## src/rtl/inst_prefetch_buf.sv

```systemverilog
// inst_prefetch_buf: instruction prefetch queue between the instruction-memory
// port and the core fetch stage. Fetches sequential words ahead of the fetch
// stage, buffers {pc, inst} pairs in a DEPTH-entry FIFO and presents the head
// entry with a valid/deq handshake. A redirect flushes the queue and restarts
// fetching at a new word-aligned PC.
//
// Optional feature: define PREFETCH_BYPASS_EN to add a zero-latency path that
// presents an incoming memory word directly on out_* while the queue is empty.
// Without it, a fetched word reaches out_* one cycle after it is accepted.
module inst_prefetch_buf #(
  parameter int          DEPTH    = 4,
  parameter logic [31:0] RESET_PC = 32'h0000_0000,
  localparam int         PTR_W    = $clog2(DEPTH)
) (
  input  logic             clk,
  input  logic             rst,
  output logic [31:0]      iaddr,
  output logic             ireq,
  input  logic [31:0]      idata,
  input  logic             iready_n,
  input  logic             redirect,
  input  logic [31:0]      redirect_pc,
  input  logic             deq,
  output logic             out_valid,
  output logic [31:0]      out_inst,
  output logic [31:0]      out_pc,
  output logic [PTR_W:0]   count
);

  localparam logic [PTR_W:0]   LP_FULL    = (PTR_W+1)'(DEPTH);
  localparam logic [PTR_W-1:0] LP_PTR_ONE = {{(PTR_W-1){1'b0}}, 1'b1};
  localparam logic [PTR_W:0]   LP_CNT_ONE = {{PTR_W{1'b0}}, 1'b1};

  // Control state
  logic [31:0]      r_iaddr;
  logic [PTR_W-1:0] r_wr_ptr;
  logic [PTR_W-1:0] r_rd_ptr;
  logic [PTR_W:0]   r_count;

  // Storage (data only, never reset)
  logic [31:0]      r_pc_mem   [DEPTH];
  logic [31:0]      r_inst_mem [DEPTH];

  logic             w_empty;
  logic             w_full;
  logic             w_ireq;
  logic             w_accept;
  logic             w_bypass;
  logic             w_consume;
  logic             w_write;
  logic             w_pop;
  logic [31:0]      w_iaddr_inc;
  logic [31:0]      w_redirect_aligned;

  assign w_empty = (r_count == '0);
  assign w_full  = (r_count == LP_FULL);

  // A full queue never requests, even if the head is being dequeued this
  // cycle: there is deliberately no combinational full-bypass path.
  assign w_ireq   = !w_full && !redirect;
  assign w_accept = w_ireq && !iready_n;

`ifdef PREFETCH_BYPASS_EN
  // Empty queue with a word arriving: show it on out_* this cycle. If fetch
  // takes it right away it never enters the FIFO.
  assign w_bypass  = w_empty && w_accept;
  assign w_consume = w_bypass && deq;
`else
  assign w_bypass  = 1'b0;
  assign w_consume = 1'b0;
`endif

  assign w_write = w_accept && !w_consume;
  // Dequeue only a real stored entry; redirect overrides any same-cycle deq.
  assign w_pop   = deq && !w_empty && !redirect;

  // Sequential fetch address, wrapping naturally at 2^32.
  assign w_iaddr_inc        = r_iaddr + 32'd4;
  assign w_redirect_aligned = {redirect_pc[31:2], 2'b00};

  // Fetch address, FIFO pointers and occupancy; redirect flushes everything.
  always_ff @(posedge clk or posedge rst) begin
    if (rst) begin
      r_iaddr  <= RESET_PC;
      r_wr_ptr <= '0;
      r_rd_ptr <= '0;
      r_count  <= '0;
    end else if (redirect) begin
      r_iaddr  <= w_redirect_aligned;
      r_wr_ptr <= '0;
      r_rd_ptr <= '0;
      r_count  <= '0;
    end else begin
      if (w_accept) begin
        r_iaddr <= w_iaddr_inc;
      end
      if (w_write) begin
        r_wr_ptr <= r_wr_ptr + LP_PTR_ONE;
      end
      if (w_pop) begin
        r_rd_ptr <= r_rd_ptr + LP_PTR_ONE;
      end
      case ({w_write, w_pop})
        2'b10:   r_count <= r_count + LP_CNT_ONE;
        2'b01:   r_count <= r_count - LP_CNT_ONE;
        default: r_count <= r_count;
      endcase
    end
  end

  // Capture the accepted {pc, inst} pair at the write pointer.
  always_ff @(posedge clk) begin
    if (w_write) begin
      r_pc_mem[r_wr_ptr]   <= r_iaddr;
      r_inst_mem[r_wr_ptr] <= idata;
    end
  end

  // Head-of-queue presentation; zeros when nothing is valid.
  always_comb begin
    out_valid = !w_empty || w_bypass;
    out_inst  = 32'h0;
    out_pc    = 32'h0;
    if (!w_empty) begin
      out_inst = r_inst_mem[r_rd_ptr];
      out_pc   = r_pc_mem[r_rd_ptr];
    end else if (w_bypass) begin
      out_inst = idata;
      out_pc   = r_iaddr;
    end
  end

  assign iaddr = r_iaddr;
  assign ireq  = w_ireq;
  assign count = r_count;

endmodule

```

## config.mk

```make
export PLATFORM = sky130hd
export DESIGN_NAME = inst_prefetch_buf
export DESIGN_NICKNAME = d
export VERILOG_FILES = /design/src/rtl/inst_prefetch_buf.sv
export SDC_FILE = /design/constraint.sdc
export NUM_CORES = 1
export LEC_CHECK = 0
export ABC_AREA = 1
export ABC_CLOCK_PERIOD_IN_PS = 6800
export CORE_MARGIN = 5
export CORE_UTILIZATION = 43
export CTS_BUF_LIST = sky130_fd_sc_hd__clkbuf_4 sky130_fd_sc_hd__clkbuf_8
export DETAILED_ROUTE_END_ITERATION = 16
export PLACE_DENSITY = 0.71
export SLEW_MARGIN = 30
export SYNTH_ARGS = -nofsm -noshare
export SYNTH_HDL_FRONTEND = slang
export SYNTH_SLANG_ARGS = --single-unit
```

## constraint.sdc

```tcl
create_clock -name clk -period 6.8 [get_ports clk]
set_input_delay 1.36 -clock clk [delete_from_list [all_inputs] [get_ports clk]]
set_output_delay 1.36 -clock clk [all_outputs]
set_load 0.02 [all_outputs]
```

==> impl_metrics.tcl, run 1 <==
set metrics [dict create \
    port_buffers 163 \
    p_leak_nw 5.37 \
    cts_tree "built" \
    synth_flop_cell "edfxtp_1" \
    worst_hold_path.num_cells 1 \
    grt_use_total_pct 18.3 \
    final.min_clock_period_ns 5.16 \
    cts_buffers 46 \
    synth-edff-count 248 \
    place_ws_ns 2.15 \
    r2r-start "count[0]" \
    crit_type "register to output pin" \
    fp-row-count 61 \
    drc_errors 0 \
    overflow 0 \
    avgViaCountPerCell 5.11 \
    cp.required_ns 5.44 \
    final_hold_viol_count 0 \
    synth-compound-area-share_pct 10.1 \
    netlist_area_um2 12300 \
    hp-class "register to register" \
    cts_setup_buffers 0 \
    multiInputGateArea_um2 3510 \
    finalNonFillerCells 1686 \
    ant_nets 0 \
    synthTopCellsByCount "nor2_1, edfxtp_1, nand2_1, o21ai_0, a21oi_1" \
    start_kind "register" \
    yosysWarnings 0 \
    rsz0062_at_grt "no" \
    finalCritPeriodShare_pct 75.8 \
    setup_viol 0 \
    clock_path_buffers 3 \
    finalHoldWorstSlack_ns 0.572 \
    start_util_pct 43.9 \
    fill_cells 2399 \
    r2r_cells 5 \
    drt_wl_total_um 29400 \
    grt_start_max_net_pins 81 \
    cts_resized 0 \
    synth_top_family_by_area "simple AND/OR/NAND/NOR gates" \
    area_growth_pct 23.8 \
    dp.cells 1605 \
    reg2reg_slack_ns 4.04 \
    drtIter0Drc 531 \
    ios 170 \
    synth_area_leaders "edfxtp_1, nor2_1, dfrtp_1" \
    fin_nets 1350 \
    die_h_um 179 \
    slew_headroom_pct 36.5 \
    wl_per_cell_um 17.4 \
    dr.pass1.iters 5 \
    synth_adder_area_share_pct 0.674 \
    crit_start "r_rd_ptr[0]" \
    synth_xor_xnor_area_share_pct 1.07 \
    htree_levels 2 \
    grt_pass1_wl_um 45800 \
    async_flop_share_pct 13.0 \
    fin_ws_ns 1.64 \
    seqCellArea_um2 8380 \
    cp_max_fo 80 \
    power_density_nw_per_um2 295 \
    die_area_um2 32000 \
    path_clk_slew_ns 0.06 \
    worst_pin_slew_ns 0.953 \
    fin_area_um2 15200 \
    clkSinkCount 285 \
    detailroute.via_count 8621 \
    worstHoldEndpoint "r_wr_ptr[0]" \
    synthDistinctLibCells 35 \
    synth.avg_cell_area_um2 11.1 \
    placed_cell_area_um2 14200 \
    worstHoldStart "r_wr_ptr[0]" \
    synth_most_common_cell "nor2_1" \
    cts-root-buf "clkbuf_8" \
    final_layout_size_suffix_gt1_share_pct 10.0 \
    finClkSkew_ns 0.0171 \
    yosys.area_share.simple_pct 16.4 \
    core_um2 27900 \
    grt_antenna_before_repair 0 \
    dp_hpwl_um 17100 \
    synthCells 1108 \
    chipWidth_um 179 \
    max_cap_violations 0 \
    irDropWorstVdd_v 0.000129 \
    ys_seq_elements 285 \
    end_kind "output pin" \
    clk-insertion-delay-late_ns 0.54 \
    finalMaxSlewViolations 0 \
    synth_mux_area_share_pct 0 \
    fmaxAchievable_mhz 194 \
    place_congestion 0.853 \
    grt_pass1_vias 8578 \
    antenna_cells 0 \
    finalSetupTns_ns 0 \
    seq_area_frac_synth_pct 68.3 \
    hold_buffers 0 \
    synth_top_area_share_pct 60.8 \
    worstReg2RegEnd "r_inst_mem[3][14]" \
    yosysTopAreaCell "edfxtp_1" \
    cp.arrival_ns 3.80 \
    outcome "complete, no violations" \
]
==> worst max path at each step <==
stage                  endpoint  slack, ns  cells past startpoint
2_1_floorplan  r_inst_mem[0][0]       1.81                      5
6_report             out_pc[24]       1.64                      5
4_1_cts              out_pc[19]       1.55                      5
5_1_grt            out_inst[15]       1.26                      5
3_3_place_gp         out_pc[30]       2.19                      5
3_5_place_dp         out_pc[30]       2.15                      5
==> per-stage QoR <==
stage	total power, mW	util, %
after global placement	3.00	50.8
final	4.48	54.3
after global routing	4.69	54.3
after detailed placement	3.01	50.9
after CTS	4.53	54.3
after floorplan	2.59	-
==> layout by cell type, fill, tap and decap left out, types with 22 or more instances in the layout <==
cell type	instances
nor2_1	285
inv_1	25
dfrtp_1	35
clkdlybuf4s50_1	163
clkbuf_8	48
a22oi_1	22
edfxtp_1	248
nand2_1	134
a21oi_1	66
o21ai_0	132
==> worst max-delay path: stages, from the launching register on <==
cell and delay, ns:
dfrtp_4 0.90, clkinv_2 0.71, buf_4 0.58, o21ai_0 0.27, a21oi_1 0.13, clkdlybuf4s50_1 0.57
==> metal layers <==
metal	global-route usage (%)	vias up	wire [µm]	part of all wire, %
met5	0	-	0	0
met3	3.48	48	2080	7.1
li1	-	4165	-	-
met2	30.6	307	14100	48
met1	24.7	4101	12600	43
met4	5.08	0	611	2.1
==> cell type report <==
type	count	area share, %
multi-input combinational	736	23.1
inverter	30	0.751
clock buffer	68	5.34
timing repair buffer	176	11.5
clock inverter	13	0.899
tap	378	3.12
sequential	285	55.2
==> where the power goes <==
part	switching [mW]	internal, mW
logic	0.523	0.349
registers	0.102	1.99
clock network	0.635	0.875
total	1.26	3.22
==> cells by family (layout without fill, tap and decap cells) <==
| family | after synthesis | in the layout |
|---|---|---|
| XOR/XNOR | 15 | 15 |
| AND/OR/NAND/NOR | 481 | 481 |
| adder cells (fa/ha/maj) | 6 | 6 |
| buffers and inverters | 90 | 287 |
| flip-flops | 285 | 285 |
| other | 1 | 4 |
| AO/OA/AOI/OAI | 230 | 230 |
==> flip-flops by register name, summed over array words and instances, names as in the netlist <==
name / count
r_inst_mem: 128
r_pc_mem: 120
iaddr: 30
count: 3
r_rd_ptr: 2
r_wr_ptr: 2
(Power assumes the default switching activity.)
==> run 2, diff against run 1 <==
--- a/config.mk
+++ b/config.mk
@@ -6,7 +6,7 @@
 export NUM_CORES = 1
 export LEC_CHECK = 0
 export ABC_AREA = 1
-export ABC_CLOCK_PERIOD_IN_PS = 6800
+export ABC_CLOCK_PERIOD_IN_PS = 5100
 export CORE_MARGIN = 5
 export CORE_UTILIZATION = 43
 export CTS_BUF_LIST = sky130_fd_sc_hd__clkbuf_4 sky130_fd_sc_hd__clkbuf_8
==> constraint.sdc (replaced) <==
create_clock -name clk -period 5.1 [get_ports clk]
set_input_delay 1.02 -clock clk [delete_from_list [all_inputs] [get_ports clk]]
set_output_delay 1.02 -clock clk [all_outputs]
set_load 0.02 [all_outputs]
==> impl_metrics.tcl, run 2 (same netlist as run 1, synthesis figures left out) <==
set metrics [dict create \
    outcome "complete, no violations" \
    layout_common_cells "nor2_1, edfxtp_1, clkdlybuf4s50_1" \
    top_register "r_inst_mem" \
    area_growth_pct 24.1 \
    final_layout_size_suffix_gt1_share_pct 10.2 \
    antenna_cells 0 \
    finClkSkew_ns 0.0271 \
    cts_tree "built" \
    path_clk_slew_ns 0.06 \
    wl_per_cell_um 17.4 \
    finalMaxSlewViolations 0 \
    crit_type "register to output pin" \
    max_cap_violations 0 \
    grt_pass1_vias 8745 \
    fp-row-count 61 \
    hp-class "register to register" \
    cp_max_fo 81 \
    drtIter0Drc 635 \
    layout_commonest_cell "nor2_1" \
    clock_path_buffers 3 \
    end_kind "output pin" \
    finalCritPeriodShare_pct 87.6 \
    use_met3_pct 3.84 \
    die_h_um 179 \
    fin_area_um2 15200 \
    clkSinkCount 285 \
    met1_usage_pct 24.8 \
    drc_errors 0 \
    port_buffers 163 \
    reg2reg_slack_ns 2.69 \
    dp_hpwl_um 17700 \
    finalHoldWorstSlack_ns 0.593 \
    cp_top_family "buffers and inverters" \
    irDropWorstVdd_v 0.000159 \
    largest_reg_flops 128 \
    cts_setup_buffers 0 \
    overflow 0 \
    top_usage_layer "met2" \
    path_cells "clkinv_2 -> buf_12 -> o21ai_0 -> a21oi_1 -> clkdlybuf4s50_1" \
    ant_nets 0 \
    start_kind "register" \
    crit_buf_inv 3 \
    grt_use_total_pct 18.4 \
    slowest_delay_ns 0.85 \
    setup_viol 0 \
    cp.required_ns 4.08 \
    crit_slowest_cell "dfrtp_4" \
    place_congestion 0.861 \
    die_area_um2 32000 \
    grt_antenna_before_repair 0 \
    dr.pass1.iters 5 \
    rsz0062_at_grt "no" \
    detailroute.via_count 8692 \
    worst_pin_slew_ns 0.912 \
    cp.arrival_ns 3.45 \
    final.min_clock_period_ns 4.47 \
    fin_nets 1353 \
    met2_usage_pct 30.3 \
    chipWidth_um 179 \
    grt_pass1_wl_um 46300 \
    slew_headroom_pct 39.1 \
    cts-root-buf "clkbuf_8" \
    power_density_nw_per_um2 392 \
    drt_wl_total_um 29400 \
    htree_levels 2 \
    clk-insertion-delay-late_ns 0.55 \
    fmaxAchievable_mhz 224 \
    placed_cell_area_um2 14300 \
    final_hold_viol_count 0 \
    hold_buffers 0 \
    p_leak_nw 5.38 \
    start_util_pct 43.9 \
    finalSetupTns_ns 0 \
    avgViaCountPerCell 5.13 \
    core_um2 27900 \
    cts_resized 0 \
    cts_buffers 47 \
    ios 170 \
    power.total_mw 5.96 \
    grt_start_max_net_pins 82 \
]
run 2: changes by cell type in the layout (fill, tap and decap cells not counted):
cell        delta
clkbuf_4       -6
clkinv_1       +4
buf_12         +3
clkbuf_8       +3
clkinv_2       +2
clkinvlp_4     +2
buf_16         -1
bufinv_16      -1
inv_6          +1
run 2: power by group:
group          internal, mW  switching, mW  leakage [nW]
combinational         0.473          0.698          2.16
sequential             2.65          0.140          2.72
clock                  1.13          0.869         0.502
total                  4.26           1.71          5.38
run 2: path summary, 6_finish.rpt:
kind / start / endpoint / depth (start not counted)
max in group asynchronous: rst / r_rd_ptr[0] / 3
worst max register to register: count[0] / r_inst_mem[1][6] / 5
worst max-delay path: r_rd_ptr[0] / out_pc[17] / 5
worst min register to register: r_wr_ptr[0] / r_wr_ptr[0] / 1
min in group asynchronous: rst / iaddr[30] / 3
worst min-delay path: r_wr_ptr[0] / r_wr_ptr[0] / 1
run 2: cell type report:
| cell class | instances | area [µm²] |
|---|---|---|
| repair buffers | 178 | 1780 |
| well taps | 378 | 473 |
| multi-input cells | 736 | 3510 |
| clock inverters | 21 | 155 |
| fillers | 2376 | 12700 |
| flip-flops and latches | 285 | 8380 |
| inverters | 30 | 114 |
| clock buffers | 65 | 807 |
run 2: per-layer routing:
metal	part of all wire (%)	wire length [µm]	up-vias
met5	0	0	-
met4	1.9	551	0
met3	6.7	1980	49
met2	48	14100	298
met1	43	12800	4168
li1	-	-	4177
run 2: through the flow:
step	utilization, %	cells	worst slack, ns
6_report	54.5	1693	0.632
2_1_floorplan	-	1111	0.450
5_1_grt	54.5	1693	0.330
3_3_place_gp	51.0	1607	1.16
4_1_cts	54.5	1693	0.556
3_5_place_dp	51.0	1607	1.15
==> run 3, diff against run 2 <==
--- a/config.mk
+++ b/config.mk
@@ -7,6 +7,7 @@
 export LEC_CHECK = 0
 export ABC_AREA = 1
 export ABC_CLOCK_PERIOD_IN_PS = 5100
+export CORE_ASPECT_RATIO = 0.6
 export CORE_MARGIN = 5
 export CORE_UTILIZATION = 43
 export CTS_BUF_LIST = sky130_fd_sc_hd__clkbuf_4 sky130_fd_sc_hd__clkbuf_8
==> impl_metrics.tcl, run 3 (same netlist as run 1, synthesis figures left out) <==
set metrics [dict create \
    outcome "complete, no violations" \
    fin_nets 1351 \
    final.min_clock_period_ns 4.38 \
    fin_area_um2 15100 \
    cts_setup_buffers 0 \
    grt_pass1_vias 8381 \
    core_um2 27800 \
    finClkSkew_ns 0.0200 \
    layout_commonest_cell "nor2_1" \
    worstHoldStart "r_wr_ptr[0]" \
    cts_resized 0 \
    slew_headroom_pct 36.5 \
    switchingPower_mw 1.70 \
    detailroute.via_count 8784 \
    finalSetupTns_ns 0 \
    cp.arrival_ns 3.36 \
    place_congestion 0.878 \
    grt_use_total_pct 19.2 \
    drc_errors 0 \
    path_cells "clkinv_2 -> buf_12 -> o21ai_0 -> a21oi_1 -> clkdlybuf4s50_1" \
    crit_start "r_rd_ptr[0]" \
    placed_cell_area_um2 14300 \
    grt_antenna_before_repair 0 \
    cp_top_family "buffers and inverters" \
    worst_pin_slew_ns 0.953 \
    avgViaCountPerCell 5.25 \
    ios 170 \
    crit_type "register to output pin" \
    start_util_pct 44.1 \
    p_sw_share_pct 29.3 \
    worst-path-stages 5 \
    overflow 0 \
    clkSinkCount 285 \
    ant_nets 0 \
    crit_buf_inv 3 \
    grt_pass1_wl_um 48400 \
    clock_path_buffers 3 \
    fill_cells 2385 \
    finalCritPeriodShare_pct 85.9 \
    irDropWorstVdd_v 0.000175 \
    sequentialPowerShare_pct 48.0 \
    p_int_mw 4.10 \
    setup_viol 0 \
    dr.pass1.iters 5 \
    dp_hpwl_um 19300 \
    fp-row-count 47 \
    power_density_nw_per_um2 384 \
    grt_start_max_net_pins 67 \
    cts-root-buf "clkbuf_8" \
    cp_max_fo 66 \
    wl_per_cell_um 18.8 \
    start_kind "register" \
    finalMaxSlewViolations 0 \
    hold_buffers 0 \
    area_growth_pct 23.2 \
    power.share.combinational_pct 21.0 \
    max_cap_violations 0 \
    r2r_cells 5 \
    finalHoldWorstSlack_ns 0.576 \
    die_h_um 141 \
    clkPwrFrac_pct 31.1 \
    hp-class "register to register" \
    r2r-start "count[0]" \
    cts_buffers 42 \
    end_kind "output pin" \
    drtIter0Drc 778 \
    final_layout_size_suffix_gt1_share_pct 9.87 \
    clk-insertion-delay-late_ns 0.55 \
    crit_slowest_cell "clkinv_2" \
    htree_levels 2 \
    p_leak_nw 5.34 \
    cts_tree "built" \
    worst_hold_path.num_cells 1 \
    chipWidth_um 228 \
    layout_common_cells "nor2_1, edfxtp_1, clkdlybuf4s50_1" \
    largest_reg_flops 128 \
    path_clk_slew_ns 0.07 \
    port_buffers 163 \
    slowest_delay_ns 0.71 \
    drt_wl_total_um 31500 \
    final_hold_viol_count 0 \
    rsz0062_at_grt "no" \
    fmaxAchievable_mhz 228 \
    cp.required_ns 4.08 \
    die_area_um2 32100 \
    antenna_cells 0 \
    top_register "r_inst_mem" \
]
## run 3: cell types whose count changed in the layout (fill, tap and decap cells not counted), sizes merged
| cell | previous run | this run |
|---|---|---|
| clkinv | 16 | 10 |
| buf | 15 | 18 |
| bufinv | 2 | 0 |
| clkbuf | 65 | 64 |
| clkinvlp | 3 | 2 |
| inv | 30 | 29 |
## run 3: power groups by stage
stage               sequential, mW  combinational [mW]  clock [mW]
floorplan                     2.81               0.644           0
global placement              2.82                1.21           0
detailed placement            2.83                1.22           0
CTS                           2.78                1.23        1.85
global route                  2.79                1.32        1.97
finish                        2.78                1.22        1.80
## run 3: metal layers
| metal | routed length [µm] | share of wire, % | track usage [%] | vias to the layer above |
|---|---|---|---|---|
| met5 | 0 | 0 | 0 | - |
| met4 | 325 | 1.0 | 3.28 | 0 |
| met3 | 2640 | 8.4 | 4.64 | 31 |
| met2 | 14000 | 44 | 29.2 | 334 |
| met1 | 14600 | 46 | 28.7 | 4253 |
| li1 | - | - | - | 4166 |
## run 3: area by class of cell
cell class	count	area [µm²]	area share (%)
flip-flops and latches	285	8380	55.5
repair buffers	181	1800	11.9
multi-input cells	736	3510	23.2
well taps	367	459	3.04
clock inverters	11	56.3	0.373
inverters	30	118	0.779
clock buffers	64	774	5.13
## run 3: worst paths after layout
check | end | slack, ns
max reg2reg | r_inst_mem[1][4] | 2.73
max | out_inst[1] | 0.72
min reg2reg | r_wr_ptr[0] | 0.58
max in group asynchronous | r_rd_ptr[0] | 3.78
min in group asynchronous | iaddr[17] | 0.89
min | r_wr_ptr[0] | 0.58
## run 3: through the flow
step                util (%)  power [mW]  cells  worst slack (ns)
floorplan                  -        3.46   1111             0.450
global placement        51.3        4.03   1599              1.33
detailed placement      51.3        4.05   1599              1.27
CTS                     54.3        5.85   1674             0.657
global route            54.3        6.08   1674             0.513
finish                  54.3        5.80   1674             0.719
## run 3: worst reg2reg max path, cell delays in order, from the launching register on
cell	delay, ns
dfrtp_1	0.50
nor2_4	0.09
nand2_2	0.12
nand3_4	0.26
nor2_4	0.55
buf_4	0.48
